<file path="src/rtl/proc_control_unit.sv">
// Control FSM for the simple 16-bit add/sub processor: fetches a 9-bit instruction and sequences T0..T3.
// Optional macro CTRL_MVNZ_EN enables opcode 100 as move-if-G-not-zero.
module proc_control_unit #(
  parameter int unsigned OPC_W = 3,
  parameter int unsigned NREG  = 8
) (
  input  logic            clock,
  input  logic            reset,
  input  logic            run,
  input  logic [15:0]     din,
  input  logic            g_zero,
  output logic            ir_in,
  output logic [NREG-1:0] r_in,
  output logic [NREG-1:0] r_out,
  output logic            din_out,
  output logic            a_in,
  output logic            g_in,
  output logic            g_out,
  output logic            add_sub,
  output logic            done
);

  localparam int unsigned IDX_W = $clog2(NREG);
  localparam int unsigned IR_W  = OPC_W + 2 * IDX_W;

  localparam logic [OPC_W-1:0] OP_MV  = OPC_W'(0);
  localparam logic [OPC_W-1:0] OP_MVI = OPC_W'(1);
  localparam logic [OPC_W-1:0] OP_ADD = OPC_W'(2);
  localparam logic [OPC_W-1:0] OP_SUB = OPC_W'(3);
`ifdef CTRL_MVNZ_EN
  localparam logic [OPC_W-1:0] OP_MVNZ = OPC_W'(4);
`endif

  typedef enum logic [1:0] {
    T0 = 2'd0,
    T1 = 2'd1,
    T2 = 2'd2,
    T3 = 2'd3
  } state_t;

  state_t              state;
  state_t              state_nxt;
  logic [IR_W-1:0]     ir;
  logic [OPC_W-1:0]    opc;
  logic [IDX_W-1:0]    rx;
  logic [IDX_W-1:0]    ry;
  logic [NREG-1:0]     sel_x;
  logic [NREG-1:0]     sel_y;
  logic                unused_inputs;

  // Instruction fields: III XXX YYY
  assign opc   = ir[IR_W-1 -: OPC_W];
  assign rx    = ir[2*IDX_W-1 -: IDX_W];
  assign ry    = ir[IDX_W-1:0];
  assign sel_x = NREG'(1) << rx;
  assign sel_y = NREG'(1) << ry;

  // Upper din bits carry immediates for the datapath only; g_zero is dead without mvnz.
  assign unused_inputs = ^{din[15:IR_W], g_zero};

  always_ff @(posedge clock) begin
    if (reset) begin
      state <= T0;
      ir    <= '0;
    end else begin
      state <= state_nxt;
      if (ir_in) ir <= din[IR_W-1:0];
    end
  end

  // Strobe decode; reset forces every output low so an aborted instruction writes nothing.
  always_comb begin
    state_nxt = state;
    ir_in     = 1'b0;
    r_in      = '0;
    r_out     = '0;
    din_out   = 1'b0;
    a_in      = 1'b0;
    g_in      = 1'b0;
    g_out     = 1'b0;
    add_sub   = 1'b0;
    done      = 1'b0;
    if (!reset) begin
      case (state)
        T0: begin
          ir_in = run;
          if (run) state_nxt = T1;
        end
        T1: begin
          state_nxt = T0;
          case (opc)
            OP_MV: begin
              r_out = sel_y;
              r_in  = sel_x;
              done  = 1'b1;
            end
            OP_MVI: begin
              din_out = 1'b1;
              r_in    = sel_x;
              done    = 1'b1;
            end
            OP_ADD, OP_SUB: begin
              r_out     = sel_x;
              a_in      = 1'b1;
              state_nxt = T2;
            end
`ifdef CTRL_MVNZ_EN
            OP_MVNZ: begin
              done = 1'b1;
              if (!g_zero) begin
                r_out = sel_y;
                r_in  = sel_x;
              end
            end
`endif
            default: done = 1'b1;
          endcase
        end
        T2: begin
          r_out     = sel_y;
          g_in      = 1'b1;
          add_sub   = ir[IR_W-OPC_W];
          state_nxt = T3;
        end
        T3: begin
          g_out     = 1'b1;
          r_in      = sel_x;
          done      = 1'b1;
          state_nxt = T0;
        end
      endcase
    end
  end

endmodule

</file>
<file path="config.mk">
export PLATFORM = sky130hd
export DESIGN_NAME = proc_control_unit
export DESIGN_NICKNAME = d
export VERILOG_FILES = /design/src/rtl/proc_control_unit.sv
export SDC_FILE = /design/constraint.sdc
export NUM_CORES = 1
export LEC_CHECK = 0
export CAP_MARGIN = 20
export CORE_AREA = 2 2 48 50
export CTS_CLUSTER_SIZE = 8
export DETAILED_ROUTE_END_ITERATION = 12
export DIE_AREA = 0 0 50 52
export GPL_ROUTABILITY_DRIVEN = 1
export PLACE_DENSITY = 0.76
export SYNTH_ARGS = -nofsm -noshare
export SYNTH_HDL_FRONTEND = slang
export SYNTH_SLANG_ARGS = --single-unit
</file>
<file path="constraint.sdc">
create_clock -name clock -period 2.18 [get_ports clock]
set_input_delay 0.436 -clock clock [delete_from_list [all_inputs] [get_ports clock]]
set_output_delay 0.436 -clock clock [all_outputs]
set_load 0.05 [all_outputs]
</file>
==> Word-level counts from Yosys, hierarchy flattened <==
Index checks and enable logic that the tools add are counted.
{ "word_totals": {"regBits": 11, "input_bits": 20, "word_cells": 41} }
{ "classes": {"eq_ne": 7, "shifts": 2, "n_mux": 26, "n_reduce_logical": 4} }
{ "ops": {"columns": ["cell", "n"], "rows": [
  ["$pmux 8 s2", 3],
  ["$mux 8", 3],
  ["$mux 1", 16],
  ["$shl 1x3->8 const A", 2],
  ["$pmux 2 s4", 1],
  ["$eq 3x2->1 const B", 2],
  ["$eq 2x2->1 const B", 2],
  ["$mux 2", 2],
  ["$reduce_or 2->1", 2],
  ["$eq 3x1->1 const B", 1],
  ["$logic_not 3->1", 1],
  ["$eq 2x1->1 const B", 1],
  ["$logic_not 2->1", 1],
  ["$ne 2x2->1 const B", 1],
  ["$pmux 1 s2", 1]
]} }

==> Depth between registers and ports, before layout <==
{ "logic_depth": {"depth_word": 5, "ltp_mapped": 6, "ltp_nobuf": 5} }

==> Worst setup path after synthesis <==
Ideal clock, no wire load.
{ "synth_path": {"kind": "register to output", "from": "reg state[0]", "to": "out r_out[1]", "t_arrival_ps": 2295, "path_slack_ps": -551, "path_stages_with_launch": 6, "cell_sequence": "dfxtp_1 > inv_1 > ha_1 > nor2b_1 > nand3b_1 > o32ai_1"} }
{ "synth_via": {"elab_chain_len": 3} }
{ "synth_lines": {"columns": ["element", "line_no", "rtl"], "rows": [
  ["from (decl)", "41", "state_t state;"],
  ["from (signal assigned)", "66", "state <= state_nxt;"],
  ["$eq 2x2->1 / $eq 2x1->1 (equally long branches)", "84", "case (state)"],
  ["$pmux 8 s2 (*)", "84", null],
  ["$mux 8 (*)", "83", "if (!reset) begin"],
  ["to (decl)", "14", "output logic [NREG-1:0] r_out,"]
]} }
Mark *: on every way between the ends. The rest lies on a longest branch, timed or not.

==> Worst setup path in the final report <==
{ "layout_path": {"from": "reg state[0]", "to": "out r_out[5]"} }
Same word-level chain as after synthesis.

==> impl_results.rst <==
.. list-table::
   :header-rows: 1

   * - Metric
     - Value
   * - Total half-perimeter wirelength after legalization and detailed placement
     - 2180 µm
   * - CTS Buf Count
     - 3
   * - Netlist area before placement
     - 731 µm²
   * - DRC marker count from the first detailed-route iteration
     - 34
   * - Nature of the critical path endpoint
     - output port
   * - Lkg Pwr
     - 0.637 nW
   * - Clock-pin slew of the registers on the worst-case setup and hold paths
     - 70 ps
   * - List of cells traversed by the critical path
     - inv_4 > ha_4 > nor2b_4 > nand3b_1 > buf_6 > o22ai_4 > buf_12
   * - Root buffer selected by CTS
     - clkbuf_4
   * - Syn. warnings
     - 0
   * - Synth area leaders
     - dfxtp_1, nand2_1, ha_1
   * - Proportion of synthesized chip area in sequential cells
     - 0.301
   * - Antenna violation net count after detailed routing
     - 0
   * - Fmax achieved
     - 439 MHz
   * - Number of buffers between clock root and the deepest sink
     - 2
   * - Critical Path AT
     - 1840 ps
   * - Placeable core region
     - 2110 µm²
   * - Area of the die
     - 2600 µm²
   * - Number of global-route vias before repair
     - 1046
   * - GRT Overall Usage
     - 0.259
   * - Clock sink count
     - 11
   * - Tightest slew margin relative to the limit
     - 0.644
   * - Hold bufs inserted after CTS
     - 0
   * - Placed instance count
     - 182
   * - RSZ-0062 raised after global routing
     - yes
   * - DR vias/cell
     - 5.74
   * - Worst reg2reg path depth
     - 6
   * - Slew of the pin with the lowest slew margin
     - 533 ps
   * - Number of primary I/O pins
     - 43
   * - Worst IR drop on VDD
     - 314 µV
   * - Clock tree from TritonCTS
     - yes
   * - Pin count of the biggest net entering global routing
     - 21
   * - Result of the run
     - finished with violations
   * - Path type of the worst setup path
     - reg2out
   * - Final setup violating endpoints
     - 13
   * - Final clock period utilization by the worst path
     - 1.05
   * - Slew Limit Fails
     - 0
   * - Max Cap Violations
     - 0
   * - Post-synth cell types
     - 23
   * - Standard-cell rows
     - 17
   * - Die height
     - 52 µm
   * - Biggest area consumer among synthesized cells
     - dfxtp_1
   * - Nets
     - 188
   * - Clock tree skew after final layout
     - 3.67 ps
   * - Global-route wire length before repair
     - 5020 µm
   * - Smallest hold slack
     - 529 ps
   * - DRC
     - 0
   * - Worst path slowest cell
     - dfxtp_4
   * - Cell count of the worst hold path
     - 2
   * - Critical path data required time
     - 1740 ps
   * - Largest stage delay, worst path
     - 390 ps
   * - Final Critical Period
     - 2280 ps
   * - Mean instance size in the synthesized netlist
     - 7.23 µm²
   * - Synthesized netlist net count
     - 126
   * - Number of levels in the clock H-tree
     - 1
   * - Signed area change from the synthesized netlist to the final layout
     - 145%
   * - Vias
     - 1091
   * - GRT overflow
     - 0
   * - Minimum setup slack in the final design
     - -98.7 ps
   * - Post-synthesis instance total
     - 101
   * - 1st-pass router iterations
     - 4
   * - Failing checks
     - setup timing
   * - Share of Yosys cell area claimed by the top area cell type
     - 0.301
   * - Number of antenna repair diodes
     - 0
   * - Power per cell area
     - 353 nW/µm²
   * - Clock latency at the later pin of the worst-skew pair
     - 260 ps
   * - Filler Cells Inserted
     - 99
   * - Fraction of final layout cells with drive strength greater than 1
     - 0.488
   * - Launching element type of the critical path
     - flip-flop
   * - Synth Register Bits
     - 11
   * - Number of hold-slack violations in the final timing report
     - 0
   * - Initial Util
     - 0.347
   * - Maximum fanout count along the critical path
     - 4
   * - Detailed-route wire length
     - 3390 µm
   * - Path category of the worst min-delay check
     - reg2reg
   * - Layout Cells excl Fill
     - 190
   * - Die boundary width
     - 50 µm
   * - Count of port buffers added during placement
     - 34
   * - Routed wirelength normalized by instance count
     - 17.8 µm
   * - Final RePlAce weighted congestion
     - 0.835
   * - Initial antenna violation count
     - 0
-- state kept, by name, indices dropped and copies added, names as in the netlist, named ones only --
| register | flops |
|---|---|
| state | 1 |
| ir | 9 |
-- cell usage after synthesis --
cell type,n
or2_2,1
nand3b_1,3
and2_1,2
a211oi_1,1
nor4b_1,1
nand2b_1,4
o32ai_1,4
ha_1,5
nor3_1,6
o22ai_1,4
nand2_1,22
o21ai_0,2
buf_2,1
nor2b_1,4
dfxtp_1,11
inv_1,3
nor4_1,4
a21oi_1,12
or4_1,1
nor2_1,5
nand3_1,2
clkbuf_1,2
and4bb_2,1
-- stage by stage --
step | setup TNS [ps] | area (µm²) | worst slack [ps] | util | power [W]
after floorplan | -3300 | 845 | -547 | - | 0.000349
after global placement | -1010 | 1600 | -134 | 0.761 | 0.000439
after detailed placement | -1470 | 1600 | -176 | 0.761 | 0.000448
after CTS | -173 | 1750 | -71.8 | 0.829 | 0.000614
after global routing | -1700 | 1790 | -177 | 0.850 | 0.000661
final | -689 | 1790 | -98.7 | 0.850 | 0.000632
-- report_power, final --
group | switching [W] | internal (W) | leakage [nW]
registers | 0.0000287 | 0.000216 | 0.0913
logic | 0.000136 | 0.000116 | 0.530
clock network | 0.0000645 | 0.0000708 | 0.0150
-- cell usage in the layout, fill, tap and decap left out, types with 2 or more instances in the layout --
| cell type | count |
|---|---|
| buf_12 | 23 |
| clkdlybuf4s50_1 | 10 |
| buf_4 | 22 |
| a21oi_1 | 12 |
| clkbuf_4 | 3 |
| and2_1 | 2 |
| nor3_1 | 3 |
| nand3b_1 | 3 |
| nor3_2 | 3 |
| buf_6 | 4 |
| nor2_1 | 4 |
| ha_1 | 2 |
| o32ai_4 | 4 |
| inv_4 | 2 |
| nor2b_1 | 2 |
| ha_4 | 2 |
| nand2b_1 | 4 |
| dfxtp_1 | 9 |
| nor4_1 | 3 |
| nand2_1 | 22 |
| o22ai_4 | 4 |
-- logic make-up after synthesis --
group           share of synthesized area
compound gates                      0.188
fa+ha+maj                          0.0856
buf+inv                            0.0325
flops                               0.301
simple gates                        0.392
-- layout make-up --
type | instances | area [µm²] | area share
Tap cell | 28 | 35.0 | 0.0196
Inverter | 3 | 16.3 | 0.00909
Sequential cell | 11 | 225 | 0.126
Timing Repair Buffer | 60 | 779 | 0.436
Clock buffer | 4 | 26.3 | 0.0147
Multi-Input combinational cell | 84 | 707 | 0.395
-- routing by layer --
metal  routed length (µm)  vias to the layer above  track usage
met4                  133                        0        0.162
met2                 1830                       67        0.480
met1                 1230                      520        0.279
li1                     -                      489            -
met5                    0                        -            0
met3                  194                       15       0.0287
-- critical path, delay by kind of cell, from the launching register on --
family                   cells  cell delay (ps)
buffers and inverters        3              410
flip-flops                   1              390
AO/OA/AOI/OAI                1              140
adder cells (fa/ha/maj)      1              260
AND/OR/NAND/NOR              2              380
-- final timing paths --
check,from,to,slack [ps]
setup reg to reg,flip-flop,flip-flop,700
hold reg to reg,ir[1]$_SDFFE_PP0P_,ir[1]$_SDFFE_PP0P_,530
setup / recovery,state[0]$_SDFFE_PP0P_,r_out[5],-100
hold / removal,ir[1]$_SDFFE_PP0P_,ir[1]$_SDFFE_PP0P_,530
-- what timing repair did --
action / CTS / global route
gates resized for setup: 24 / 6
pin swaps: 7 / 5
endpoints found under the setup margin: 15 / 15
endpoints found under the hold margin: 0 / 0
gates cloned: 0 / 0
setup buffers: 2 / 2
No activity file was read; power rests on OpenSTA's default activity.
